[config.mk]
export PLATFORM = sky130hd
export DESIGN_NAME = dmem_arbiter_flat
export DESIGN_NICKNAME = d
export VERILOG_FILES = /design/src/rtl/dmem_arb_pkg.sv /design/src/rtl/dmem_arbiter_if.sv /design/src/rtl/dmem_starve_cnt.sv /design/src/rtl/dmem_arbiter.sv /design/src/flat_wrapper.sv
export SDC_FILE = /design/constraint.sdc
export NUM_CORES = 1
export LEC_CHECK = 0
export ABC_AREA = 1
export BUFFER_PORTS_ARGS = -buffer_cell sky130_fd_sc_hd__buf_2
export CELL_PAD_IN_SITES_DETAIL_PLACEMENT = 0
export CELL_PAD_IN_SITES_GLOBAL_PLACEMENT = 1
export CORE_ASPECT_RATIO = 2
export CORE_MARGIN = 1.5
export CORE_UTILIZATION = 22
export DETAILED_ROUTE_END_ITERATION = 10
export GPL_ROUTABILITY_DRIVEN = 0
export PLACE_DENSITY_LB_ADDON = 0.1
export SYNTH_ARGS = -nofsm -noshare
export SYNTH_HDL_FRONTEND = slang
export SYNTH_HIERARCHICAL = 1
export SYNTH_SLANG_ARGS = --single-unit
export TNS_END_PERCENT = 5
[constraint.sdc]
create_clock -name clk -period 1.65 [get_ports clk]
set_input_delay 0.0825 -clock clk [delete_from_list [all_inputs] [get_ports clk]]
set_output_delay 0.0825 -clock clk [all_outputs]
set_load 0.02 [all_outputs]
[src/rtl/dmem_arb_pkg.sv]
// Shared widths, FSM state encoding and memory-request payload for the DMem arbiter.
package dmem_arb_pkg;

  localparam int unsigned ADDR_W = 4;
  localparam int unsigned DATA_W = 8;
  localparam int unsigned DEPTH  = 16;

  typedef logic [1:0] arb_state_t;
  localparam arb_state_t ST_IDLE  = 2'd0;
  localparam arb_state_t ST_CLEAR = 2'd1;
  localparam arb_state_t ST_DONE  = 2'd2;

  typedef struct packed {
    logic              we;
    logic [ADDR_W-1:0] addr;
    logic [DATA_W-1:0] data;
  } mem_req_t;

endpackage

[src/rtl/dmem_arbiter_if.sv]
// CPU, debug, clear-control and memory-side signals of the DMem arbiter.
interface dmem_arbiter_if;
  import dmem_arb_pkg::*;

  logic              cpu_req;
  logic              cpu_we;
  logic [ADDR_W-1:0] cpu_addr;
  logic [DATA_W-1:0] cpu_wdata;
  logic [DATA_W-1:0] cpu_rdata;
  logic              cpu_stall;

  logic              dbg_req;
  logic              dbg_we;
  logic [ADDR_W-1:0] dbg_addr;
  logic [DATA_W-1:0] dbg_wdata;
  logic              dbg_gnt;
  logic              dbg_rvalid;
  logic [DATA_W-1:0] dbg_rdata;

  logic              clear_start;
  logic              clear_busy;
  logic              clear_done;

  logic              mem_we;
  logic [ADDR_W-1:0] mem_addr;
  logic [DATA_W-1:0] mem_di;
  logic [DATA_W-1:0] mem_do;

  modport slave (
    input  cpu_req, cpu_we, cpu_addr, cpu_wdata,
    input  dbg_req, dbg_we, dbg_addr, dbg_wdata,
    input  clear_start, mem_do,
    output cpu_rdata, cpu_stall, dbg_gnt, dbg_rvalid, dbg_rdata,
    output clear_busy, clear_done, mem_we, mem_addr, mem_di
  );

  modport master (
    output cpu_req, cpu_we, cpu_addr, cpu_wdata,
    output dbg_req, dbg_we, dbg_addr, dbg_wdata,
    output clear_start, mem_do,
    input  cpu_rdata, cpu_stall, dbg_gnt, dbg_rvalid, dbg_rdata,
    input  clear_busy, clear_done, mem_we, mem_addr, mem_di
  );

endinterface

[src/rtl/dmem_starve_cnt.sv]
// Counts consecutive denied debug cycles and flags when debug must be forced onto the port.
module dmem_starve_cnt #(
  parameter int unsigned LIMIT = 4
) (
  input  logic clk,
  input  logic rst_n,
  input  logic en,
  input  logic dbg_req,
  input  logic dbg_gnt,
  output logic starve_c
);

  localparam int unsigned CNT_W = 4;

  logic [CNT_W-1:0] cnt_q;

  always_ff @(posedge clk or negedge rst_n) begin
    if (!rst_n) begin
      cnt_q <= '0;
    end else if (en) begin
      if (!dbg_req || dbg_gnt) begin
        cnt_q <= '0;
      end else if (cnt_q != CNT_W'(LIMIT)) begin
        cnt_q <= cnt_q + 1'b1;
      end
    end
  end

  assign starve_c = dbg_req && (cnt_q == CNT_W'(LIMIT));

endmodule

[src/rtl/dmem_arbiter.sv]
// Single-port DMem arbiter: clear engine > starved debug > CPU > debug.
// Zero-fill engine is built only when DMEM_ARB_CLEAR_EN is defined.
module dmem_arbiter
  import dmem_arb_pkg::*;
#(
  parameter int unsigned STARVE_LIMIT = 4
) (
  input logic           clk,
  input logic           rst_n,
  dmem_arbiter_if.slave bus
);

  arb_state_t        state_q, state_d;
  logic [ADDR_W-1:0] clr_idx_q, clr_idx_d;
  logic              in_clear;
  logic              starve_c;
  logic              cpu_gnt;
  logic              dbg_gnt;
  mem_req_t          cpu_rq, dbg_rq, mem_rq;
  logic              dbg_rvalid_q;
  logic [DATA_W-1:0] dbg_rdata_q;

  assign in_clear = (state_q == ST_CLEAR);
  assign cpu_rq   = '{we: bus.cpu_we, addr: bus.cpu_addr, data: bus.cpu_wdata};
  assign dbg_rq   = '{we: bus.dbg_we, addr: bus.dbg_addr, data: bus.dbg_wdata};

  always_ff @(posedge clk or negedge rst_n) begin
    if (!rst_n) begin
      state_q   <= ST_IDLE;
      clr_idx_q <= '0;
    end else begin
      state_q   <= state_d;
      clr_idx_q <= clr_idx_d;
    end
  end

`ifdef DMEM_ARB_CLEAR_EN
  // Clear request is only sampled in IDLE; repeats during a fill are dropped.
  always_comb begin
    state_d   = state_q;
    clr_idx_d = clr_idx_q;
    case (state_q)
      ST_IDLE:  if (bus.clear_start) state_d = ST_CLEAR;
      ST_CLEAR: begin
        clr_idx_d = clr_idx_q + 1'b1;
        if (clr_idx_q == ADDR_W'(DEPTH - 1)) state_d = ST_DONE;
      end
      ST_DONE:  state_d = ST_IDLE;
      default:  state_d = ST_IDLE;
    endcase
  end

  assign bus.clear_busy = in_clear;
  assign bus.clear_done = (state_q == ST_DONE);
`else
  logic unused_clear_start;

  always_comb begin
    state_d   = ST_IDLE;
    clr_idx_d = '0;
  end

  assign unused_clear_start = bus.clear_start;
  assign bus.clear_busy     = 1'b0;
  assign bus.clear_done     = 1'b0;
`endif

  dmem_starve_cnt #(
    .LIMIT (STARVE_LIMIT)
  ) u_starve_cnt (
    .clk      (clk),
    .rst_n    (rst_n),
    .en       (!in_clear),
    .dbg_req  (bus.dbg_req),
    .dbg_gnt  (dbg_gnt),
    .starve_c (starve_c)
  );

  // Port ownership; nothing is granted while reset is held.
  always_comb begin
    mem_rq  = '0;
    cpu_gnt = 1'b0;
    dbg_gnt = 1'b0;
    if (rst_n) begin
      if (in_clear) begin
        mem_rq = '{we: 1'b1, addr: clr_idx_q, data: DATA_W'(0)};
      end else if (starve_c) begin
        mem_rq  = dbg_rq;
        dbg_gnt = 1'b1;
      end else if (bus.cpu_req) begin
        mem_rq  = cpu_rq;
        cpu_gnt = 1'b1;
      end else if (bus.dbg_req) begin
        mem_rq  = dbg_rq;
        dbg_gnt = 1'b1;
      end
    end
  end

  // Debug read data is the word seen at grant time, so a write returns the old value.
  always_ff @(posedge clk or negedge rst_n) begin
    if (!rst_n) begin
      dbg_rvalid_q <= 1'b0;
      dbg_rdata_q  <= '0;
    end else begin
      dbg_rvalid_q <= dbg_gnt;
      if (dbg_gnt) dbg_rdata_q <= bus.mem_do;
    end
  end

  assign bus.mem_we     = mem_rq.we;
  assign bus.mem_addr   = mem_rq.addr;
  assign bus.mem_di     = mem_rq.data;
  assign bus.cpu_rdata  = bus.mem_do;
  assign bus.cpu_stall  = bus.cpu_req && !cpu_gnt;
  assign bus.dbg_gnt    = dbg_gnt;
  assign bus.dbg_rvalid = dbg_rvalid_q;
  assign bus.dbg_rdata  = dbg_rdata_q;

endmodule
[src/flat_wrapper.sv]
// flat-port wrapper written by rule: the top's interface ports become plain ports
module dmem_arbiter_flat import dmem_arb_pkg::*;
#(
  parameter int unsigned STARVE_LIMIT = 4
)
  (clk, rst_n, bus_cpu_req, bus_cpu_we, bus_cpu_addr, bus_cpu_wdata, bus_dbg_req, bus_dbg_we, bus_dbg_addr, bus_dbg_wdata, bus_clear_start, bus_mem_do, bus_cpu_rdata, bus_cpu_stall, bus_dbg_gnt, bus_dbg_rvalid, bus_dbg_rdata, bus_clear_busy, bus_clear_done, bus_mem_we, bus_mem_addr, bus_mem_di);
  dmem_arbiter_if bus_i ();
  input logic clk;
  input logic rst_n;
  input wire logic [$bits(bus_i.cpu_req)-1:0] bus_cpu_req;
  input wire logic [$bits(bus_i.cpu_we)-1:0] bus_cpu_we;
  input wire logic [$bits(bus_i.cpu_addr)-1:0] bus_cpu_addr;
  input wire logic [$bits(bus_i.cpu_wdata)-1:0] bus_cpu_wdata;
  input wire logic [$bits(bus_i.dbg_req)-1:0] bus_dbg_req;
  input wire logic [$bits(bus_i.dbg_we)-1:0] bus_dbg_we;
  input wire logic [$bits(bus_i.dbg_addr)-1:0] bus_dbg_addr;
  input wire logic [$bits(bus_i.dbg_wdata)-1:0] bus_dbg_wdata;
  input wire logic [$bits(bus_i.clear_start)-1:0] bus_clear_start;
  input wire logic [$bits(bus_i.mem_do)-1:0] bus_mem_do;
  output wire logic [$bits(bus_i.cpu_rdata)-1:0] bus_cpu_rdata;
  output wire logic [$bits(bus_i.cpu_stall)-1:0] bus_cpu_stall;
  output wire logic [$bits(bus_i.dbg_gnt)-1:0] bus_dbg_gnt;
  output wire logic [$bits(bus_i.dbg_rvalid)-1:0] bus_dbg_rvalid;
  output wire logic [$bits(bus_i.dbg_rdata)-1:0] bus_dbg_rdata;
  output wire logic [$bits(bus_i.clear_busy)-1:0] bus_clear_busy;
  output wire logic [$bits(bus_i.clear_done)-1:0] bus_clear_done;
  output wire logic [$bits(bus_i.mem_we)-1:0] bus_mem_we;
  output wire logic [$bits(bus_i.mem_addr)-1:0] bus_mem_addr;
  output wire logic [$bits(bus_i.mem_di)-1:0] bus_mem_di;
  assign bus_i.cpu_req = bus_cpu_req;
  assign bus_i.cpu_we = bus_cpu_we;
  assign bus_i.cpu_addr = bus_cpu_addr;
  assign bus_i.cpu_wdata = bus_cpu_wdata;
  assign bus_i.dbg_req = bus_dbg_req;
  assign bus_i.dbg_we = bus_dbg_we;
  assign bus_i.dbg_addr = bus_dbg_addr;
  assign bus_i.dbg_wdata = bus_dbg_wdata;
  assign bus_i.clear_start = bus_clear_start;
  assign bus_i.mem_do = bus_mem_do;
  assign bus_cpu_rdata = bus_i.cpu_rdata;
  assign bus_cpu_stall = bus_i.cpu_stall;
  assign bus_dbg_gnt = bus_i.dbg_gnt;
  assign bus_dbg_rvalid = bus_i.dbg_rvalid;
  assign bus_dbg_rdata = bus_i.dbg_rdata;
  assign bus_clear_busy = bus_i.clear_busy;
  assign bus_clear_done = bus_i.clear_done;
  assign bus_mem_we = bus_i.mem_we;
  assign bus_mem_addr = bus_i.mem_addr;
  assign bus_mem_di = bus_i.mem_di;
  dmem_arbiter #(.STARVE_LIMIT(STARVE_LIMIT)) u_core (.clk(clk), .rst_n(rst_n), .bus(bus_i));
endmodule
; ---- Word-level counts from Yosys, hierarchy flattened
; Index checks and enable logic that the tools add are counted.
[classes]
mul = 0
n_mux = 13
div = 0
n_lt_le_gt_ge = 0
add_sub_neg = 1
shift = 0
n_bitwise = 0
n_reduce_logical = 6
eq_ne = 2
[ops]
columns = operator, count
row1 = $mux W13, 4
row2 = $mux W4, 2
row3 = $mux W1, 7
row4 = $add A4 B1 Y4 const B, 1
row5 = $eq A4 B3 Y1 const B, 1
row6 = $ne A4 B3 Y1 const B, 1
row7 = $logic_and A1 B1 Y1, 2
row8 = $logic_not A1 Y1, 2
row9 = $reduce_bool A2 Y1, 1
row10 = $logic_or A1 B1 Y1, 1
[word_totals]
wordCells = 25
inputBits = 39
mem_count = 0
ff_bits = 13
mem_bits_ro = 0
latch_bits = 0
mem_bits_rw = 0
output_inout_bits = 34

; ---- Depth between registers and ports, before layout
[logic_depth]
depth_word = 6
ltp_mapped = 13
depth_no_buf = 13

; ---- Modules after synthesis
; The synthesis kept the hierarchy.
[by_module_without_submodules]
columns = mod, instances, cells_each, seq_area_each_um2, area_per_inst_um2
row1 = dmem_arbiter, 1, 101, 225.2, 656.9
row2 = dmem_starve_cnt, 1, 40, 100.1, 276.5

; ---- Worst setup path after synthesis
; OpenSTA, ideal clock, no wires.
[synth_timing]
kind = reg2reg
startpoint = reg u_core.u_starve_cnt.cnt_q[0]
endpoint = reg u_core.u_starve_cnt.cnt_q[3]
setup_time_ns = 0.116
synth_period_minus_slack_ns = 1.885
stages_incl_launch_ff = 14
required_time_ns = 1.534
path_buffers = 0
t_arrival_ns = 1.769
setup_slack_ns = -0.235
path_cell_list = dfrtp_1 > inv_1 > ha_1 > nand3_1 > nor2_1 > inv_1 > nand2_1 > nand3_2 > inv_1 > nor2_4 > nand2_1 > nand2_2 > nand2_1 > nand2_1
[synth_via]
elab_chain_len = 6
elab_cells_between_ends = 10
classes_between = add/sub (1) / eq/ne (2) / mux (4) / reduce/logical (3)
[synth_rtl]
columns = element, line_no
row1 = start: declaration, dmem_starve_cnt.sv:15  ; logic [CNT_W-1:0] cnt_q;
row2 = start signal: assignment, dmem_starve_cnt.sv:24  ; cnt_q <= cnt_q + 1'b1;
row3 = $eq A4 B3 Y1 *, dmem_starve_cnt.sv:29  ; assign starve_c = dbg_req && (cnt_q == CNT_W'(LIMIT));
row4 = $logic_and A1 B1 Y1 *, dmem_starve_cnt.sv:29
row5 = via u_core.starve_c, dmem_arbiter.sv:16  ; logic starve_c;
row6 = $mux W1 *, dmem_arbiter.sv:87  ; end else if (starve_c) begin
row7 = $mux W1 *, dmem_arbiter.sv:84  ; if (rst_n) begin
row8 = via bus_dbg_gnt, flat_wrapper.sv:22  ; output wire logic [$bits(bus_i.dbg_gnt)-1:0] bus_dbg_gnt;
row9 = $logic_or A1 B1 Y1 *, dmem_starve_cnt.sv:21  ; if (!dbg_req || dbg_gnt) begin
row10 = $mux W4 / $reduce_bool A2 Y1 (equally long branches), n/a
; Mark *: on every way through the listed nets, which the timed path passes. The rest lies on a longest branch. The select of a mux whose other input is x is not followed.
; A chain may end at the register's enable or synchronous reset.

; ---- Final worst setup path
[layout_timing]
startpoint = reg u_core.u_starve_cnt.cnt_q[0]
endpoint = out bus_mem_di[0]
[layout_via]
elab_chain_len = 4
[layout_rtl]
columns = element, line_no
row1 = $eq A4 B3 Y1, dmem_starve_cnt.sv:29
row2 = $logic_and A1 B1 Y1, dmem_starve_cnt.sv:29
row3 = via u_core.starve_c, dmem_arbiter.sv:16
row4 = $mux W13, dmem_arbiter.sv:87
row5 = $mux W13, dmem_arbiter.sv:84
row6 = end: declaration, flat_wrapper.sv:29  ; output wire logic [$bits(bus_i.mem_di)-1:0] bus_mem_di;
; The timed path passes the listed nets, and every way through them passes these cells.

==> flow_summary.json <==
{
  "status": "finished with violations",
  "violations": "setup timing",
  "dp_hpwl_um": 2240,
  "p_seq_share_pct": 34.0,
  "grt_overflow": 0,
  "synth.distinct_cells": 14,
  "worst-path-max-fanout": 14,
  "viasPerCell": 4.27,
  "worstSkewPairLatency_ns": 0.24,
  "synth.most_common_cell": "nand2_1",
  "io_buffers": 69,
  "wl_met1_um": 1070,
  "yosys-top-cells-area": "dfrtp_1 35%, nand2_1 25%, nand3_1 13%",
  "clock_sinks": 13,
  "grt_pass1_wl_um": 4790,
  "wl_per_cell_um": 11.2,
  "vias": 1156,
  "reg2reg_to": "u_core/u_starve_cnt/cnt_q[3]$_DFFE_PN0P_",
  "netlist_top_cells_count": "62 x nand2_1, 24 x nand3_1, 13 x dfrtp_1",
  "place_area_mm2": 0.00137,
  "drt_iter0_drc": 7,
  "critPathLaunchType": "register",
  "finClkSkew_ns": 0.00152,
  "rsz0062_at_grt": "true",
  "power.internal_w": 0.000736,
  "synth_area_um2": 933,
  "design_area_mm2": 0.00168,
  "netlist_instances": 141,
  "antenna_found_initial": 0,
  "clock_power_share_pct": 25.0,
  "routed_wl_um": 3050,
  "drive_above_1_share_pct": 53.4,
  "power_density_mw_per_mm2": 678,
  "crit_end": "bus_mem_di[0]",
  "drc": 0,
  "worstPathArrival_ns": 1.64,
  "synthArstFlopShare_pct": 100,
  "maxCapViolCount": 0,
  "finalMaxSlewViolations": 0,
  "synth_area_leader_cell": "dfrtp_1",
  "first_pass_iters": 4,
  "topRoutingLayerUsed": "met4",
  "met3_length_um": 131,
  "combPwrFrac_pct": 41.0,
  "ys_seq_elements": 13,
  "cts_made_buffers": 3,
  "yosysSeqAreaShare_pct": 34.9,
  "htree_levels": 1,
  "track_usage_pct": 13.0,
  "p_sw_share_pct": 35.5,
  "final_nets": 261,
  "setup_violations": 17,
  "timing.final.ws_setup_ns": -0.0709,
  "ir_worst_vdd_uv": 272,
  "ys.flop_type": "dfrtp_1",
  "clk_path_buf_depth": 2,
  "placed_cells": 260,
  "multi_input_area_um2": 602,
  "r2r.worst_path.cells": 14,
  "grt_pass1_vias": 1115,
  "fin_crit_ns": 1.72,
  "place_ws_ns": 0.0226,
  "yosys_warnings": 6,
  "regArea_um2": 325,
  "period_share_pct": 104,
  "core_mm2": 0.00409,
  "area_growth_pct": 80.4,
  "clockRootBuffer": "clkbuf_8",
  "r2r_slack_ns": -0.01,
  "die-area_mm2": 0.00467,
  "instances_no_fill": 271,
  "max_freq_mhz": 581,
  "path_clk_slew_ns": 0.06,
  "io-pin-count": 73,
  "hold_path.class": "in2async",
  "start_util_pct": 22.8,
  "critPathKind": "reg2out",
  "avgSynthCellArea_um2": 6.62,
  "die_h_um": 95.1,
  "die_x_um": 49.1,
  "dr_wl_met2_um": 1810,
  "end_kind": "primary output",
  "r2r_start": "u_core/u_starve_cnt/cnt_q[0]$_DFFE_PN0P_",
  "leakagePower_nw": 0.937,
  "cts_tree": "yes",
  "p_sw_w": 0.000405,
  "fill_cells": 433,
  "crit_start": "u_core/u_starve_cnt/cnt_q[0]$_DFFE_PN0P_",
  "synth_edf_count": 0,
  "worstPathRequired_ns": 1.57,
  "synth_top_area_share_pct": 34.9,
  "hold_violations": 0,
  "row_count": 33,
  "ant_nets": 0,
  "grt_max_degree": 28,
  "antenna_cells": 0
}
-- state kept, by name (all words and copies together) (netlist names) --
signal / count
u_core/bus.dbg_rvalid: 1
u_core/u_starve_cnt/cnt_q: 4
u_core/bus.dbg_rdata: 8
-- cell usage in the layout, fill, tap and decap left out, types with 2 or more instances in the layout --
cell / Yosys / layout
buf_6: 0 / 13
inv_2: 1 / 4
clkbuf_8: 0 / 3
nand3_1: 24 / 17
buf_12: 0 / 2
nand2_4: 0 / 4
dfrtp_1: 13 / 13
buf_2: 4 / 54
nor2_4: 2 / 3
conb_1: 2 / 7
nand3_4: 0 / 2
nand4_1: 4 / 4
nand2_1: 62 / 50
nand3_2: 1 / 6
buf_4: 11 / 12
nand2_2: 1 / 9
inv_1: 11 / 7
-- repair_timing --
| action | CTS | global route |
|---|---|---|
| setup endpoints to repair | 15 | 19 |
| setup buffers | 2 | 4 |
| endpoints found under the hold margin | 2 | 0 |
| cloned | 1 | 1 |
| hold buffers | 1 | 0 |
| resized for setup | 33 | 29 |
| pin swaps | 2 | 12 |
-- critical path: stages, from the launching register on --
cell,delay [ns]
dfrtp_1,0.39
inv_2,0.08
ha_4,0.14
nand3_4,0.08
nor2_4,0.11
inv_2,0.07
nand2_4,0.08
nor2_4,0.04
buf_12,0.14
nand2_1,0.06
nand2_1,0.05
buf_4,0.15
-- power by group through the flow --
stage / Sequential [W] / Clock, W / Combinational, W
floorplan: 0.000440 / 0 / 0.000182
global placement: 0.000391 / 0 / 0.000383
detailed placement: 0.000392 / 0 / 0.000388
CTS: 0.000387 / 0.000297 / 0.000443
global route: 0.000394 / 0.000312 / 0.000510
finish: 0.000388 / 0.000285 / 0.000468
-- layout make-up --
cell class,instances,share of cell area (%)
clock buffer,4,2.67
inverter,12,2.97
multi-input combinational,106,35.7
sequential,13,19.3
tap,52,3.86
timing repair buffer,84,35.4
-- stage by stage --
step | power, W | TNS (ns) | hold WS (ns) | util, %
2_1_floorplan | 0.000622 | 0 | -0.213 | -
3_3_place_gp | 0.000774 | 0 | -0.0514 | 33.4
3_5_place_dp | 0.000780 | 0 | -0.0486 | 33.4
4_1_cts | 0.00113 | -2.04 | 0.00457 | 38.4
5_1_grt | 0.00122 | -2.86 | 0.0574 | 41.2
6_report | 0.00114 | -0.786 | 0.00998 | 41.2
-- worst min path at each step --
stage / start / endpoint / slack [ns] / cells past startpoint
after floorplan: rst_n / u_core/bus.dbg_rdata[0]$_DFFE_PN0P_ / -0.21 / 0
after CTS: rst_n / u_core/u_starve_cnt/cnt_q[0]$_DFFE_PN0P_ / 0.005 / 2
final: rst_n / u_core/u_starve_cnt/cnt_q[0]$_DFFE_PN0P_ / 0.01 / 2
after global placement: rst_n / u_core/u_starve_cnt/cnt_q[2]$_DFFE_PN0P_ / -0.05 / 1
after detailed placement: rst_n / u_core/bus.dbg_rvalid$_DFF_PN0_ / -0.05 / 1
after global routing: rst_n / u_core/u_starve_cnt/cnt_q[0]$_DFFE_PN0P_ / 0.06 / 2
-- kinds of logic (layout without fill, tap and decap cells) --
group,count (synthesis),in the layout,share of synthesized area [%]
buffers and inverters,27,100,15.8
adder cells (fa/ha/maj),2,2,2.68
flip-flops,13,13,34.9
other,2,7,0.805
AND/OR/NAND/NOR,97,97,45.8
-- metal layers --
layer  vias to the layer above  track usage [%]
li1                        579                -
met1                       535             14.0
met2                        38             25.2
met3                         4             1.72
met4                         0             4.29
met5                         -                0
No activity file was read; power rests on OpenSTA's default activity.
